$ cat src/rtl/count_seq_pkg.sv
// Shared definitions for the count sequencer: FSM state type, default widths and
// the advance rule used by the step counter.
package count_seq_pkg;

    localparam int unsigned DefW  = 3;
    localparam int unsigned DefLW = 4;

    typedef enum logic [1:0] {
        StIdle,
        StRun,
        StPause,
        StDone
    } state_e;

    // Advance rule on a counter of 'width' bits. A value at or above the limit wraps to 0.
    // A sum that no longer fits in 'width' bits also wraps to 0.
    function automatic logic [31:0] next_count(input logic [31:0] cur,
                                               input logic [31:0] step,
                                               input logic [31:0] limit,
                                               input int unsigned width);
        logic [32:0] sum;
        logic [32:0] max_val;
        max_val = (33'd1 << width) - 33'd1;
        sum     = {1'b0, cur} + {1'b0, step};
        if (cur >= limit) begin
            return '0;
        end
        if (sum > max_val) begin
            return '0;
        end
        return sum[31:0];
    endfunction

endpackage

$ cat src/rtl/step_counter.sv
// Registered W-bit step-modulo counter.
// Ports:
//   clk   - rising-edge clock
//   rst   - synchronous active-low reset (out -> 0)
//   en    - apply one advance this edge
//   clr   - force out to 0 this edge (wins over en)
//   step  - increment per advance
//   limit - wrap threshold
//   out   - registered count value
module step_counter
    import count_seq_pkg::*;
#(
    parameter int unsigned W = DefW
) (
    input  logic         clk,
    input  logic         rst,
    input  logic         en,
    input  logic         clr,
    input  logic [W-1:0] step,
    input  logic [W-1:0] limit,
    output logic [W-1:0] out
);

    logic [W-1:0] out_q;
    logic [W-1:0] out_d;
    logic [31:0]  nxt;
    logic         unused_nxt;

    assign nxt        = next_count(32'(out_q), 32'(step), 32'(limit), W);
    assign unused_nxt = ^nxt[31:W];

    always_comb begin
        out_d = out_q;
        if (clr) begin
            out_d = '0;
        end else if (en) begin
            out_d = nxt[W-1:0];
        end
    end

    always_ff @(posedge clk) begin
        if (!rst) begin
            out_q <= '0;
        end else begin
            out_q <= out_d;
        end
    end

    assign out = out_q;

endmodule

$ cat src/rtl/count_seq_ctrl.sv
// Sequencer for the step-modulo counter: latches a configuration through a
// valid/ready handshake, then runs the counter for exactly cfg_len advances,
// with pause/resume and abort.
// Ports:
//   clk, rst                      - clock, synchronous active-low reset
//   cfg_valid/cfg_ready           - configuration handshake (ready in IDLE/DONE)
//   cfg_step, cfg_limit, cfg_len  - step, wrap threshold, number of advances
//   start                         - begin a run with the latched configuration
//   pause                         - level; holds the count during a run
//   abort                         - end the run, back to IDLE, count kept
//   out                           - registered count value
//   busy                          - high in RUN or PAUSE
//   done                          - one-cycle pulse after the final advance
module count_seq_ctrl
    import count_seq_pkg::*;
#(
    parameter int unsigned W  = DefW,
    parameter int unsigned LW = DefLW
) (
    input  logic          clk,
    input  logic          rst,
    input  logic          cfg_valid,
    output logic          cfg_ready,
    input  logic [W-1:0]  cfg_step,
    input  logic [W-1:0]  cfg_limit,
    input  logic [LW-1:0] cfg_len,
    input  logic          start,
    input  logic          pause,
    input  logic          abort,
    output logic [W-1:0]  out,
    output logic          busy,
    output logic          done
);

    state_e        state_q, state_d;
    logic [W-1:0]  step_q, step_d;
    logic [W-1:0]  limit_q, limit_d;
    logic [LW-1:0] len_q, len_d;
    logic [LW-1:0] rem_q, rem_d;
    logic          done_q, done_d;
    logic          cnt_en;
    logic          cnt_clr;
    logic          cfg_xfer;

    assign cfg_ready = (state_q == StIdle) || (state_q == StDone);
    assign busy      = (state_q == StRun) || (state_q == StPause);
    assign done      = done_q;
    assign cfg_xfer  = cfg_valid && cfg_ready;

    always_comb begin
        state_d = state_q;
        step_d  = step_q;
        limit_d = limit_q;
        len_d   = len_q;
        rem_d   = rem_q;
        done_d  = 1'b0;
        cnt_en  = 1'b0;
        cnt_clr = 1'b0;

        // Only possible in IDLE/DONE; a new config restarts the count from 0.
        if (cfg_xfer) begin
            step_d  = cfg_step;
            limit_d = cfg_limit;
            len_d   = cfg_len;
            cnt_clr = 1'b1;
        end

        unique case (state_q)
            StIdle, StDone: begin
                // A run always starts from the previously latched length.
                if (start && (len_q != '0)) begin
                    state_d = StRun;
                    rem_d   = len_q;
                end
            end
            StRun: begin
                if (abort) begin
                    state_d = StIdle;
                end else if (pause) begin
                    state_d = StPause;
                end else begin
                    cnt_en = 1'b1;
                    rem_d  = rem_q - 1'b1;
                    if (rem_q == LW'(1)) begin
                        state_d = StDone;
                        done_d  = 1'b1;
                    end
                end
            end
            StPause: begin
                // Leaving PAUSE costs one edge with no advance.
                if (abort) begin
                    state_d = StIdle;
                end else if (!pause) begin
                    state_d = StRun;
                end
            end
            default: begin
                state_d = StIdle;
            end
        endcase
    end

    always_ff @(posedge clk) begin
        if (!rst) begin
            state_q <= StIdle;
            step_q  <= '0;
            limit_q <= '0;
            len_q   <= '0;
            rem_q   <= '0;
            done_q  <= 1'b0;
        end else begin
            state_q <= state_d;
            step_q  <= step_d;
            limit_q <= limit_d;
            len_q   <= len_d;
            rem_q   <= rem_d;
            done_q  <= done_d;
        end
    end

    step_counter #(
        .W(W)
    ) u_cnt (
        .clk  (clk),
        .rst  (rst),
        .en   (cnt_en),
        .clr  (cnt_clr),
        .step (step_q),
        .limit(limit_q),
        .out  (out)
    );

endmodule

$ cat config.mk
export PLATFORM = sky130hd
export DESIGN_NAME = count_seq_ctrl
export DESIGN_NICKNAME = d
export VERILOG_FILES = /design/src/rtl/count_seq_pkg.sv /design/src/rtl/step_counter.sv /design/src/rtl/count_seq_ctrl.sv
export SDC_FILE = /design/constraint.sdc
export NUM_CORES = 1
export LEC_CHECK = 0
export CAP_MARGIN = 15
export CELL_PAD_IN_SITES_DETAIL_PLACEMENT = 1
export CELL_PAD_IN_SITES_GLOBAL_PLACEMENT = 2
export CORE_MARGIN = 1.5
export CORE_UTILIZATION = 29
export CTS_CLUSTER_SIZE = 24
export DETAILED_ROUTE_END_ITERATION = 12
export GPL_TIMING_DRIVEN = 0
export HOLD_SLACK_MARGIN = 0.15
export PLACE_DENSITY_LB_ADDON = 0.1
export RECOVER_POWER = 100
export SLEW_MARGIN = 10
export SYNTH_ARGS = -nofsm -noshare
export SYNTH_HDL_FRONTEND = slang
export SYNTH_SLANG_ARGS = --single-unit
$ cat constraint.sdc
create_clock -name clk -period 2.2 [get_ports clk]
set_input_delay 0.44 -clock clk [delete_from_list [all_inputs] [get_ports clk]]
set_output_delay 0.44 -clock clk [all_outputs]
set_load 0.03 [all_outputs]
==> metrics.md, run 1 <==
| Metric | Value |
|---|---|
| Post-synth EDFFs | 0 |
| TritonCTS Buffers | 3 |
| Vias in the first global route | 1,031 |
| All-Layer GR Usage | 14.4% |
| Final count of hold timing violations | 0 |
| Initial core utilization | 30.2% |
| Post-synth cell types | 31 |
| ANT nets after route | 0 |
| Clk pin slew, worst setup/hold paths | 0.08 ns |
| First-pass GRT wire length | 4660 µm |
| Register area | 400 µm² |
| Initial DRT Pass Iterations | 4 |
| WS Path Type | reg2out |
| Worst reg2reg path depth | 7 |
| Vias per inst | 4.75 |
| Die area | 4160 µm² |
| Mapped Nets | 158 |
| Crit path time final | 2.09 ns |
| Later-pin clock latency in the skew report | 0.25 ns |
| Maxcap violations | 0 |
| Reg-to-reg setup timing slack | 0.24 ns |
| Power Density | 1030 nW/µm² |
| Post-CTS Hold Fix Bufs | 0 |
| Outcome | finished, final reports clean |
| Ys Warns | 0 |
| Placed instance area | 1370 µm² |
| Synth Instances | 131 |
| Min-delay src | limit_q[1] |
| Core area | 3630 µm² |
| Die height | 64.5 µm |
| GRT overflow | 0 |
| Seq/Total Area, Yosys | 36.5% |
| CTS max path bufs | 2 |
| Final setup viols | 0 |
| Worst Hold Path Cells | 2 |
| WL per Instance | 13.2 µm |
| Worst min path class | reg2reg |
| Synth top area cells | dfxtp_1 (37%), ha_1 (11%), nand2_1 (8.6%), a21oi_1 (6.4%), inv_1 (5.5%) |
| CP required | 1.76 ns |
| WHS Endpoint | limit_q[1] |
| ANT cells | 0 |
| Rows | 22 |
| Async set-reset flop share out of synthesis | 0% |
| Peak VDD IR | 0.553 mV |
| Synth area leader | dfxtp_1 |
| Mapped Area | 1100 µm² |
| Vias post-DR | 969 |
| Top cells by count, synth | nand2_1 (25), dfxtp_1 (20), inv_1 (16), a21oi_1 (14), ha_1 (10) |
| CP startpoint kind | register |
| Depth of the CTS H-tree | 1 |
| F_max | 479 MHz |
| Worst-Margin Slew | 0.503 ns |
| Final TNS setup | 0 ns |
| Largest net degree at the start of global routing | 13 |
| RSZ-0062 raised after global routing | no |
| LEAKAGE | 0.577 nW |
| 1st-iter DRT viols | 21 |
| Cts repair resizes | 1 |
| Hpwl dp | 2130 µm |
| Multi-input gate area | 609 µm² |
| Max Clock Skew | 0.00156 ns |
| Critical path fanouts, max | 3 |
| Area delta synth->final | 31.1% |
| IO buf count | 21 |
| Max_slew headroom | 66.5% |
| DRC Markers | 0 |
| Worst setup EP type | primary output |
| Die X | 64.5 µm |
| Max-slew violations | 0 |
| Worst R2R Start | state_q[0] |
| CTS tree | done |
| Synth Area per Inst | 8.37 µm² |
| FF+latch count, synth | 20 |
| Final worst path period share | 94.8% |
| CTS root buf | clkbuf_8 |
| DRT Wirelength | 2690 µm |
| I/O pin count | 22 |
| Buffer count from post-CTS setup fixing | 0 |
| WP data arrival | 1.65 ns |
| Initial antenna violation count | 0 |
| Proportion of netlist area held by the largest area contributor | 36.5% |
| FILL cells | 441 |
| Fin nets | 184 |
| FF-to-FF End | rem_q[0] |
| CTS Sinks | 20 |
| Most frequent cell after synthesis | nand2_1 |
| Most used DFF post-synth | dfxtp_1 |
| Placement-stage worst setup slack | 0.187 ns |
| Layout cells sized above 1 | 6.41% |
| GPL Wtd Cong | 0.753 |
| Worst setup margin | 0.114 ns |
| Cell area after layout | 1440 µm² |
[critical path, stage by stage (launching register included)]
cell and delay [ns]:
dfxtp_1 0.36, inv_1 0.06, ha_1 0.30, clkdlybuf4s50_1 0.67
[sequential cells by signal (all words and copies together), names as in the netlist]
signal,count
rem_q,4
state_q,2
len_q,4
done,1
u_cnt.out,3
step_q,3
limit_q,3
[report_power, final]
group	total [mW]	internal, mW	switching, mW
Combinational	0.627	0.265	0.361
Clock	0.365	0.243	0.122
Sequential	0.484	0.426	0.0582
Total	1.48	0.934	0.542
[cell type report]
| type | instances | share of cell area [%] |
|---|---|---|
| clock inverter | 1 | 2.09 |
| clock buffer | 3 | 2.87 |
| buffer | 5 | 1.83 |
| multi-input combinational | 90 | 42.4 |
| tap | 48 | 4.18 |
| timing repair buffer | 21 | 14.5 |
| sequential | 20 | 27.9 |
| inverter | 16 | 4.18 |
[metal layers]
layer,global-route usage (%),share of wire [%]
met3,1.74,3.8
met2,26.3,49
met4,3.99,0.48
met1,17.7,47
met5,0,0
[layout by cell type (no fill, tap or decap), drive strengths merged, types with 2 or more instances in the layout]
cell / instances
ha: 10
nand3: 3
mux2i: 3
clkdlybuf4s50: 15
nor3: 2
a32o: 3
dfxtp: 20
nor2: 6
a221oi: 3
o21ai: 4
inv: 16
dlygate4sd3: 5
nand2: 25
a21oi: 14
clkbuf: 7
nand2b: 2
[cells by family after synthesis]
| group | Yosys count | share of synthesized area [%] |
|---|---|---|
| flops | 20 | 36.5 |
| xor+xnor | 1 | 0.799 |
| fa+ha+maj | 11 | 13.2 |
| simple gates | 44 | 18.4 |
| compound gates | 31 | 20.4 |
| mux | 3 | 2.74 |
| buf+inv | 21 | 7.88 |
[worst max path at each step]
stage	slack [ns]	start	to
finish	0.11	state_q[0]	cfg_ready
global route	0.05	state_q[0]	cfg_ready
CTS	0.1	state_q[0]	cfg_ready
detailed placement	0.19	abort	rem_q[2]
global placement	0.21	abort	rem_q[0]
floorplan	0.30	state_q[0]	rem_q[0]
[stage by stage]
step	util [%]	hold slack, ns	std cells	power, mW
final	39.5	0.458	204	1.48
after global routing	39.5	0.492	204	1.60
after CTS	39.5	0.460	204	1.51
after detailed placement	37.6	0.449	200	1.14
after global placement	37.6	0.445	200	1.12
after floorplan	-	0.436	131	0.945
(Power assumes the default switching activity.)
==> run 2: changes to the inputs <==
Settings changed: PLACE_DENSITY_LB_ADDON 0.1 to 0.15.
Clock period 2.2 ns to 2.1 ns, I/O delays scaled along.
==> run 2 against run 1 <==
Clock power up 5.8%. Critical path depth is 2 higher. Clock-buffer cell count unchanged. Non-clock buffer count did not move. Critical endpoint is now busy. Largest cell class unchanged. Largest power group unchanged. Highest routed layer is now met3.
==> metrics.md, run 2 (synthesized netlist as in run 1, its figures left out) <==
| Metric | Value |
|---|---|
| Layout cells sized above 1 | 6.41% (unchanged) |
| WS Path Type | reg2out |
| Post-CTS Hold Fix Bufs | 0 (unchanged) |
| CP Capture Point | busy |
| RSZ-0062 raised after global routing | no |
| Critical path fanouts, max | 7 (+4) |
| Depth of the CTS H-tree | 1 (unchanged) |
| Final core occ | 39.4% (-0.17 points) |
| All-Layer GR Usage | 14.0% (-0.35 points) |
| CTS max path bufs | 2 (unchanged) |
| Vias per inst | 4.73 (-0.41%) |
| FF-to-FF End | rem_q[0] |
| Final count of hold timing violations | 0 (unchanged) |
| First-pass GRT wire length | 4600 µm (-1.3%) |
| Max Clock Skew | 0.00369 ns (+0.00212 ns) |
| LEAKAGE | 0.574 nW (-0.53%) |
| Clk pin slew, worst setup/hold paths | 0.08 ns (about the same) |
| Core area | 3630 µm² (unchanged) |
| Regs by FF count | len_q: 4 flops, rem_q: 4 flops |
| Final TNS setup | 0 ns (unchanged) |
| Rows | 22 (unchanged) |
| Buffer count from post-CTS setup fixing | 0 (unchanged) |
| Cts repair resizes | 1 (unchanged) |
| Worst-Margin Slew | 0.472 ns (-0.0308 ns) |
| Peak VDD IR | 0.401 mV (-27%) |
| Initial core utilization | 30.2% (unchanged) |
| GRT overflow | 0 (unchanged) |
| Maxcap violations | 0 (unchanged) |
| Final worst path period share | 93.7% |
| WL per Instance | 13.1 µm (-0.85%) |
| Max-slew violations | 0 (unchanged) |
| Post-route total power | 1.53 mW (+3.8%) |
| GPL Wtd Cong | 0.761 (+1.2%) |
| Initial antenna violation count | 0 (unchanged) |
| IO buf count | 21 (unchanged) |
| DP Cell Count | 200 (unchanged) |
| Power Density | 1070 nW/µm² (+4.2%) |
| TritonCTS Buffers | 3 (unchanged) |
| Worst setup EP type | primary output |
| Vias in the first global route | 971 (-5.8%) |
| CTS tree | done |
| Finished Layout Cells | 204 (unchanged) |
| Initial DRT Pass Iterations | 4 (unchanged) |
| Area delta synth->final | 30.5% |
| DRC Markers | 0 (unchanged) |
| ANT nets after route | 0 (unchanged) |
| Crit path time final | 1.97 ns |
| Outcome | finished, final reports clean |
| Setup crit start | state_q[0] |
| Commonest cells after routing, fill and taps aside | nand2_1 (25), dfxtp_1 (20), inv_1 (16) |
| CP required | 1.68 ns (-0.08 ns) |
| Worst min path class | reg2reg |
| Die X | 64.5 µm (unchanged) |
| Fin nets | 184 (unchanged) |
| CTS Sinks | 20 (unchanged) |
| Die height | 64.5 µm (unchanged) |
| 1st-iter DRT viols | 30 (+43%) |
| DRT Wirelength | 2670 µm (-0.85%) |
| FILL cells | 456 (+3.4%) |
| CP startpoint kind | register |
| ANT cells | 0 (unchanged) |
| Final setup viols | 0 (unchanged) |
| Die area | 4160 µm² (unchanged) |
| Vias post-DR | 965 (-0.41%) |
| Commonest non-fill, non-tap cell in the layout | nand2_1 |
| I/O pin count | 22 (unchanged) |
| CTS root buf | clkbuf_8 |
| Later-pin clock latency in the skew report | 0.26 ns (about the same) |
| Max_slew headroom | 68.3% (+1.8 points) |
| Worst R2R Start | state_q[0] |
| WP data arrival | 1.55 ns (-0.10 ns) |
| Hpwl dp | 2110 µm (-0.76%) |
| Worst reg2reg path depth | 7 (unchanged) |
| Reg-to-reg setup timing slack | 0.18 ns (-0.06 ns) |
| F_max | 508 MHz |
| Largest net degree at the start of global routing | 13 (unchanged) |
-- run 2: changes by cell type in the layout (fill, tap and decap cells not counted), sizes merged --
cell,previous run,this run
clkbuf,7,8
clkdlybuf4s50,15,14
-- run 2: report_power, final --
group          switching [mW]  total [mW]  internal, mW
logic                   0.375       0.639         0.264
clock network           0.132       0.386         0.254
registers              0.0600       0.506         0.446
total                   0.567        1.53         0.964
-- run 2: critical path, stage by stage, from the launching register on --
cell	delay (ns)
dfxtp_1	0.36
inv_1	0.05
ha_1	0.31
buf_6	0.15
inv_1	0.04
dlygate4sd2_1	0.38
-- run 2: worst min-delay path by stage --
| stage | from | to | slack [ns] | cells after the start |
|---|---|---|---|---|
| after floorplan | limit_q[1] | limit_q[1] | 0.44 | 2 |
| after global placement | limit_q[1] | limit_q[1] | 0.44 | 2 |
| after detailed placement | limit_q[2] | limit_q[2] | 0.45 | 2 |
| after CTS | limit_q[2] | limit_q[2] | 0.46 | 2 |
| after global routing | limit_q[2] | limit_q[2] | 0.49 | 2 |
| final | limit_q[2] | limit_q[2] | 0.46 | 2 |
-- run 2: area by class of cell --
cell class | count | area, µm² | share of cell area, %
sequential | 20 | 400 | 28.0
multi-input combinational | 90 | 609 | 42.6
tap | 48 | 60.1 | 4.20
clock buffer | 3 | 41.3 | 2.89
buffer | 5 | 26.3 | 1.84
timing repair buffer | 21 | 203 | 14.2
clock inverter | 1 | 30.0 | 2.10
inverter | 16 | 60.1 | 4.20
-- run 2: metrics by stage --
| step | setup slack [ns] | cell area (µm²) | hold slack [ns] |
|---|---|---|---|
| 2_1_floorplan | 0.201 | 1100 | 0.436 |
| 3_5_place_dp | 0.0962 | 1370 | 0.453 |
| 4_1_cts | 0.0150 | 1440 | 0.465 |
| 5_1_grt | 0.0119 | 1430 | 0.491 |
| 3_3_place_gp | 0.0695 | 1370 | 0.445 |
| 6_report | 0.132 | 1430 | 0.463 |
-- run 2: metal layers --
metal,GRT usage [%],up-vias,wire (µm)
li1,-,499,-
met1,18.5,452,1320
met2,24.2,14,1280
met3,2.08,0,70
met4,3.19,0,0
met5,0,-,0
